[src/rtl/action_encoder.sv]
// Player action producer: debounces six raw buttons, priority-encodes new presses
// into a one-hot action, and holds it until the board's turn strobe consumes it.
module action_encoder #(
    parameter int DBNC_CYC = 4,
    parameter int CNT_W    = 8
) (
    input  logic       clk,
    input  logic       rst,
    input  logic [5:0] btn,
    input  logic       turn,
    output logic [5:0] act,
    output logic       act_vld,
    output logic       drop
);

    localparam logic [CNT_W-1:0] CNT_LAST = CNT_W'(DBNC_CYC - 1);

    typedef enum logic {
        EMPTY,
        HELD
    } state_t;

    state_t           state;
    logic [CNT_W-1:0] cnt [6];
    logic [5:0]       stable_p0;
    logic [5:0]       stable_p1;
    logic [5:0]       press;
    logic [5:0]       winner;
    logic             losers;

    // Highest set bit wins: jump > kick > punch > wait > move forward > move back.
    function automatic logic [5:0] pick_winner(input logic [5:0] req);
        logic [5:0] w;
        w = 6'b000000;
        for (int i = 0; i < 6; i++) begin
            if (req[i]) begin
                w = 6'b000001 << i;
            end
        end
        return w;
    endfunction

    // Debounce stage: each bit flips only after DBNC_CYC consecutive differing samples.
    always_ff @(posedge clk) begin
        if (rst) begin
            for (int i = 0; i < 6; i++) begin
                cnt[i] <= '0;
            end
            stable_p0 <= '0;
            stable_p1 <= '0;
        end else begin
            for (int i = 0; i < 6; i++) begin
                if (btn[i] != stable_p0[i]) begin
                    if (cnt[i] == CNT_LAST) begin
                        stable_p0[i] <= btn[i];
                        cnt[i]       <= '0;
                    end else begin
                        cnt[i] <= cnt[i] + 1'b1;
                    end
                end else begin
                    cnt[i] <= '0;
                end
            end
            stable_p1 <= stable_p0;
        end
    end

    always_comb begin
        press  = stable_p0 & ~stable_p1;
        winner = pick_winner(press);
        losers = |(press & ~winner);
    end

    // Action stage: latch the winning press and hold it until a turn consumes it.
    always_ff @(posedge clk) begin
        if (rst) begin
            state   <= EMPTY;
            act     <= '0;
            act_vld <= 1'b0;
            drop    <= 1'b0;
        end else begin
            drop <= 1'b0;
            case (state)
                EMPTY: begin
                    if (|press) begin
                        state   <= HELD;
                        act     <= winner;
                        act_vld <= 1'b1;
                        drop    <= losers;
                    end else begin
                        act     <= '0;
                        act_vld <= 1'b0;
                    end
                end
                HELD: begin
                    if (turn) begin
                        if (|press) begin
                            act     <= winner;
                            act_vld <= 1'b1;
                            drop    <= losers;
                        end else begin
                            state   <= EMPTY;
                            act     <= '0;
                            act_vld <= 1'b0;
                        end
                    end else begin
                        // First press wins; anything arriving while held is discarded.
                        drop <= |press;
                    end
                end
                default: begin
                    state   <= EMPTY;
                    act     <= '0;
                    act_vld <= 1'b0;
                end
            endcase
        end
    end

endmodule

[config.mk]
export PLATFORM = sky130hd
export DESIGN_NAME = action_encoder
export DESIGN_NICKNAME = d
export VERILOG_FILES = /design/src/rtl/action_encoder.sv
export SDC_FILE = /design/constraint.sdc
export NUM_CORES = 1
export LEC_CHECK = 0
export CORE_MARGIN = 4
export CORE_UTILIZATION = 59
export DETAILED_ROUTE_END_ITERATION = 8
export MAX_ROUTING_LAYER = met4
export PLACE_DENSITY = 0.79
export SYNTH_ARGS = -nofsm -noshare
export SYNTH_HDL_FRONTEND = slang
export SYNTH_SLANG_ARGS = --single-unit
[constraint.sdc]
create_clock -name clk -period 1.9 [get_ports clk]
set_input_delay 0.38 -clock clk [delete_from_list [all_inputs] [get_ports clk]]
set_output_delay 0.38 -clock clk [all_outputs]
set_load 0.01 [all_outputs]
==> impl_metrics.env <==
export IMPL_status="finished, final reports clean"
export IMPL_die_h_um=82.4
export IMPL_cp_end_kind="flip-flop"
export IMPL_final_core_util_pct=74.1
export IMPL_place_congestion=0.872
export IMPL_diodes=0
export IMPL_ys_dominant_reg_cell="edfxtp_1"
export IMPL_worstPathCellList="ha_1 > nor4b_1 > nand2_1 > nand2_1 > nor2_1"
export IMPL_synth_async_reset_ratio_pct=0
export IMPL_dieArea_sq_mm=0.00678
export IMPL_ant_nets=0
export IMPL_p_leak_nw=1.48
export IMPL_cts_max_path_buffers=2
export IMPL_p_per_area_mw_per_mm2=774
export IMPL_synthDistinctLibCells=34
export IMPL_yosys_top_cells_area="edfxtp_1 (44%), dfxtp_1 (13%), xor2_1 (7.0%)"
export IMPL_die_w_um=82.4
export IMPL_io_buffers=16
export IMPL_finalHoldViolCount=0
export IMPL_cts_max_level=3
export IMPL_max_freq_mhz=575
export IMPL_yosys_area_top_type_share_pct=44.2
export IMPL_tritoncts="built"
export IMPL_drc=0
export IMPL_grt_pass1_vias=2146
export IMPL_drive_gt1_share_pct=6.90
export IMPL_path_common_cell="nand2_1"
export IMPL_skew_ns=0.00704
export IMPL_routed_via_density=5.00
export IMPL_num_io_pins=17
export IMPL_initial_core_util_pct=62.3
export IMPL_cap_violations=0
export IMPL_worst_path_largest_cell_delay_ns=0.42
export IMPL_ys_ff_latch=69
export IMPL_totalPowerFinal_w=0.00301
export IMPL_cp_arrival_ns=1.82
export IMPL_grt_use_total_pct=18.5
export IMPL_antenna_found_initial=0
export IMPL_cts_sinks=69
export IMPL_grt_max_degree=27
export IMPL_fin_crit_ns=1.74
export IMPL_post_route_period_util_pct=91.5
export IMPL_cp_start_kind="flip-flop"
export IMPL_syn_inst=300
export IMPL_nets=387
export IMPL_post_dp_hpwl_um=3860
export IMPL_dr_first_iter_drc_count=115
export IMPL_cpMaxStageDelayCell="edfxtp_1"
export IMPL_worstHoldPathType="flip-flop to flip-flop"
export IMPL_cts_inserted_buffers=9
export IMPL_first_pass_iters=6
export IMPL_path_delay_family="simple AND/OR/NAND/NOR gates"
export IMPL_final_setup_viol_count=0
export IMPL_avgSynthCellArea_sq_um=10.9
export IMPL_overflow=0
export IMPL_drt_total_wl_um=5330
export IMPL_syn_area_sq_mm=0.00326
export IMPL_post_drt_wl_per_cell_um=11.9
export IMPL_vdd_drop_max_uv=535
export IMPL_tns_ns=0
export IMPL_ys_warnings_count=0
export IMPL_clockRootBuffer="clkbuf_8"
export IMPL_yosysSeqAreaShare_pct=57.1
export IMPL_synth_top_area_cell="edfxtp_1"
export IMPL_rows=26
export IMPL_path_max_fanout=7
export IMPL_vias=2235
export IMPL_grt_pass1_wl_um=9230
export IMPL_cts_reportedPaths_clkPinSlew_ns=0.07
export IMPL_coreArea_sq_mm=0.00524
export IMPL_crit_required_ns=1.98
export IMPL_synth_edf_count=48
export IMPL_crit_type="flip-flop to flip-flop"
export IMPL_syn2layout_area_growth_pct=19.0
export IMPL_hold_ws_ns=0.468
export IMPL_grt_setup_unrepaired="no"
export IMPL_clkLatencyLatePin_ns=0.33
export IMPL_slew_violations=0
export IMPL_ctsHoldBuffers=0
export IMPL_crit_buf_inv=0
## cell type report
class	count	area (sq um)
well taps	70	87.6
fillers	397	1360
clock buffers	15	176
clock inverters	1	5.00
flip-flops and latches	69	1860
repair buffers	18	188
multi-input cells	274	1560
## cell usage in the layout (no fill, tap or decap), drive strengths merged, types with 8 or more instances in the layout
master,count
and3,17
clkdlybuf4s50,16
nand3,32
xnor2,16
conb,48
clkbuf,15
nand2,22
xor2,26
dfxtp,21
nor2,60
edfxtp,48
a21oi,8
## where the power goes
part / switching (W) / total [W] / internal (W)
clock: 0.000497 / 0.00108 / 0.000581
sequential: 0.0000625 / 0.00174 / 0.00168
combinational: 0.000102 / 0.000187 / 0.0000856
## tightest hold or removal path, cell delays in order, from the launching register on
cell and delay, ns:
dfxtp_1 0.31, nand2_1 0.05, a21oi_1 0.05
## synthesized netlist by cell type, types with 3 or more instances
cell and count:
nor2_1 57, edfxtp_1 48, nand3_1 32, xor2_1 26, nand2_1 22, dfxtp_1 21, and3_1 17, xnor2_1 16
a21oi_1 8, nor2b_1 7, ha_1 6, nor3_1 5, nor4b_1 4, and2b_4 3, buf_2 3, nor2_2 3
## cell families after synthesis
logic type	Yosys count	synth area share, %
simple gates	160	24.5
buf+inv	4	0.575
compound gates	15	3.15
mux	2	0.614
fa+ha+maj	7	2.65
flops	69	57.1
other cells	1	0.115
xor+xnor	42	11.3
## per-layer routing
metal | GRT usage, % | part of all wire, % | routed length, um
met1 | 23.1 | 48 | 2560
met2 | 28.0 | 46 | 2450
met3 | 4.45 | 3.6 | 194
met4 | 9.97 | 2.1 | 114
met5 | - | 0 | 0
## worst paths after layout
path	slack, ns	from	cells past startpoint	end
hold / removal	0.47	act[1]	2	act[1]
hold reg to reg	0.47	act[1]	2	act[1]
setup / recovery	0.16	cnt[3][0]	5	cnt[3][7]
setup reg to reg	0.16	cnt[3][0]	5	cnt[3][7]
## sequential cells by signal, indices dropped and copies added (netlist names)
register / count
stable_p0: 6
stable_p1: 6
cnt: 48
act: 6
act_vld: 1
drop: 1
state: 1
## stage by stage
stage	cells	cell area, sq um	worst slack (ns)
floorplan	347	3440	0.408
CTS	447	3880	0.164
global placement	431	3690	0.211
finish	447	3880	0.162
global route	447	3880	0.0541
detailed placement	431	3690	0.175
## repair_timing
| item | in CTS | in global routing |
|---|---|---|
| resized for setup | 0 | 1 |
| buffers inserted | 0 | 0 |
| hold endpoints to repair | 0 | 0 |
| endpoints found under the setup margin | 0 | 3 |
Note: power is estimated with default switching activity, not from simulation.
==> RTL change: new RTL, config.mk and constraints unchanged <==
Set the parameter `CNT_W` to 7 (it was 8).
--- a/src/rtl/action_encoder.sv
+++ b/src/rtl/action_encoder.sv
@@ -4,3 +4,3 @@
     parameter int DBNC_CYC = 4,
-    parameter int CNT_W    = 8
+    parameter int CNT_W    = 7
 ) (
Function: same outputs for any inputs over 10 cycles, from zero or initial values and one cycle with rst high; that may be too few to reach the edited logic, so the function may still have changed.
==> RTL change against the unedited design <==
- wire length fell by 15%
- total power fell by 11%
- core utilization fell by 1.0 points
- fmax rose by 2.3%
- non-clock buffer count rose by 1
- combinational power fell by 5%
- sequential power fell by 9.8%
- cell area fell by 11%
- sequential cell count fell by 6
- global-route usage fell by 0.36 points
- synthesized cell count fell by 11%
- synthesized area fell by 11%
- worst setup slack improved by 39 ps
- largest cell class unchanged
- highest routed layer unchanged
==> RTL change: results (changes against the unedited design) <==
status complete, no violations (unchanged); crit path capture cnt[4][3] (was cnt[3][7]); Final min period 1700 ps (was 1740 ps); Seq/Total Area, Yosys 0.578 (was 0.571); Static Leak 1.37 nW (was 1.48 nW); Final HPWL DP 3400 um (was 3860 um); GP Congestion 0.812 (was 0.872); Critical Path Source cnt[4][0] (was cnt[3][0]); Hold Startpoint act[5] (was act[1]); maximum resistive drop on vdd 0.508 mV (was 0.535 mV); worst flop-to-flop path endpoint cnt[4][3] (was cnt[3][7]); dpl cells 388 (was 431); DRT Pass-1 Iters 4 (was 6); post-synthesis mux area share 0.0206 (was 0.00614); Starting DRT DRC Count 121 (was 115); Synth Area in Adders 0.0258 (was 0.0265); Syn Area/Cell 10.9 um^2 (about the same); All-Layer GR Usage 0.182 (was 0.185); Arr. time, crit path 1790 ps (was 1820 ps); reg2reg setup slack 200 ps (was 160 ps); largest cells by area after synthesis edfxtp_1 (43%), dfxtp_1 (14%), nor2_1 (7.4%) (was edfxtp_1 (44%), dfxtp_1 (13%), xor2_1 (7.0%)); post-synthesis xor/xnor area fraction 0.108 (was 0.113); share of post-route cells with drive strength above 1 0.0564 (was 0.0690); post-synthesis compound-gate area fraction 0.0314 (was 0.0315); fin nets 347 (was 387); Final Skew 3.99 ps (was 7.04 ps); CP max-delay cell or4b_1 (was edfxtp_1); DRT Wirelength 4510 um (was 5330 um); met1 WL 2100 um (was 2560 um); DR WL met3 152 um (was 194 um)
==> RTL change: how the worst min path moves through the flow <==
stage	to	slack, ps	cells after the start
after floorplan	act[5]	480	2
after global placement	act[3]	450	2
after detailed placement	act[3]	440	2
after CTS	act[3]	460	2
after global routing	act[4]	490	2
final	act[5]	460	2
==> RTL change: where the power goes <==
group | leakage (nW) | internal, W | switching, W
clock network | 0.0847 | 0.000454 | 0.000470
logic | 0.689 | 0.0000864 | 0.0000918
registers | 0.601 | 0.00153 | 0.0000482
total | 1.37 | 0.00207 | 0.000610
==> RTL change: per-stage QoR <==
step	cell area (um^2)	total power, W	utilization	hold WS (ps)
6_report	3470	0.00268	0.731	459
4_1_cts	3470	0.00271	0.730	462
3_3_place_gp	3310	0.00177	0.697	448
2_1_floorplan	3060	0.00172	-	476
5_1_grt	3470	0.00282	0.731	486
3_5_place_dp	3310	0.00178	0.697	444
==> RTL change: kinds of logic (layout without fill, tap and decap cells) <==
family / after synthesis / in the layout
AND/OR/NAND/NOR: 132 / 132
flip-flops: 63 / 63
XOR/XNOR: 36 / 36
AO/OA/AOI/OAI: 15 / 15
buffers and inverters: 7 / 37
adder cells (fa/ha/maj): 6 / 6
multiplexers: 6 / 6
other: 1 / 42
==> RTL change: final cells by class <==
| cell class | instances | share of cell area |
|---|---|---|
| Sequential cell | 63 | 0.484 |
| Timing Repair Buffer | 19 | 0.0562 |
| Inverter | 2 | 0.00216 |
| Tap cell | 67 | 0.0241 |
| Multi-Input combinational cell | 237 | 0.389 |
| Clock inverter | 6 | 0.00792 |
| Clock buffer | 10 | 0.0367 |
==> RTL change: routing by layer <==
layer / vias to the layer above / track usage
li1: 1016 / -
met1: 921 / 0.216
met2: 23 / 0.283
met3: 8 / 0.0413
met4: 0 / 0.110
met5: - / -
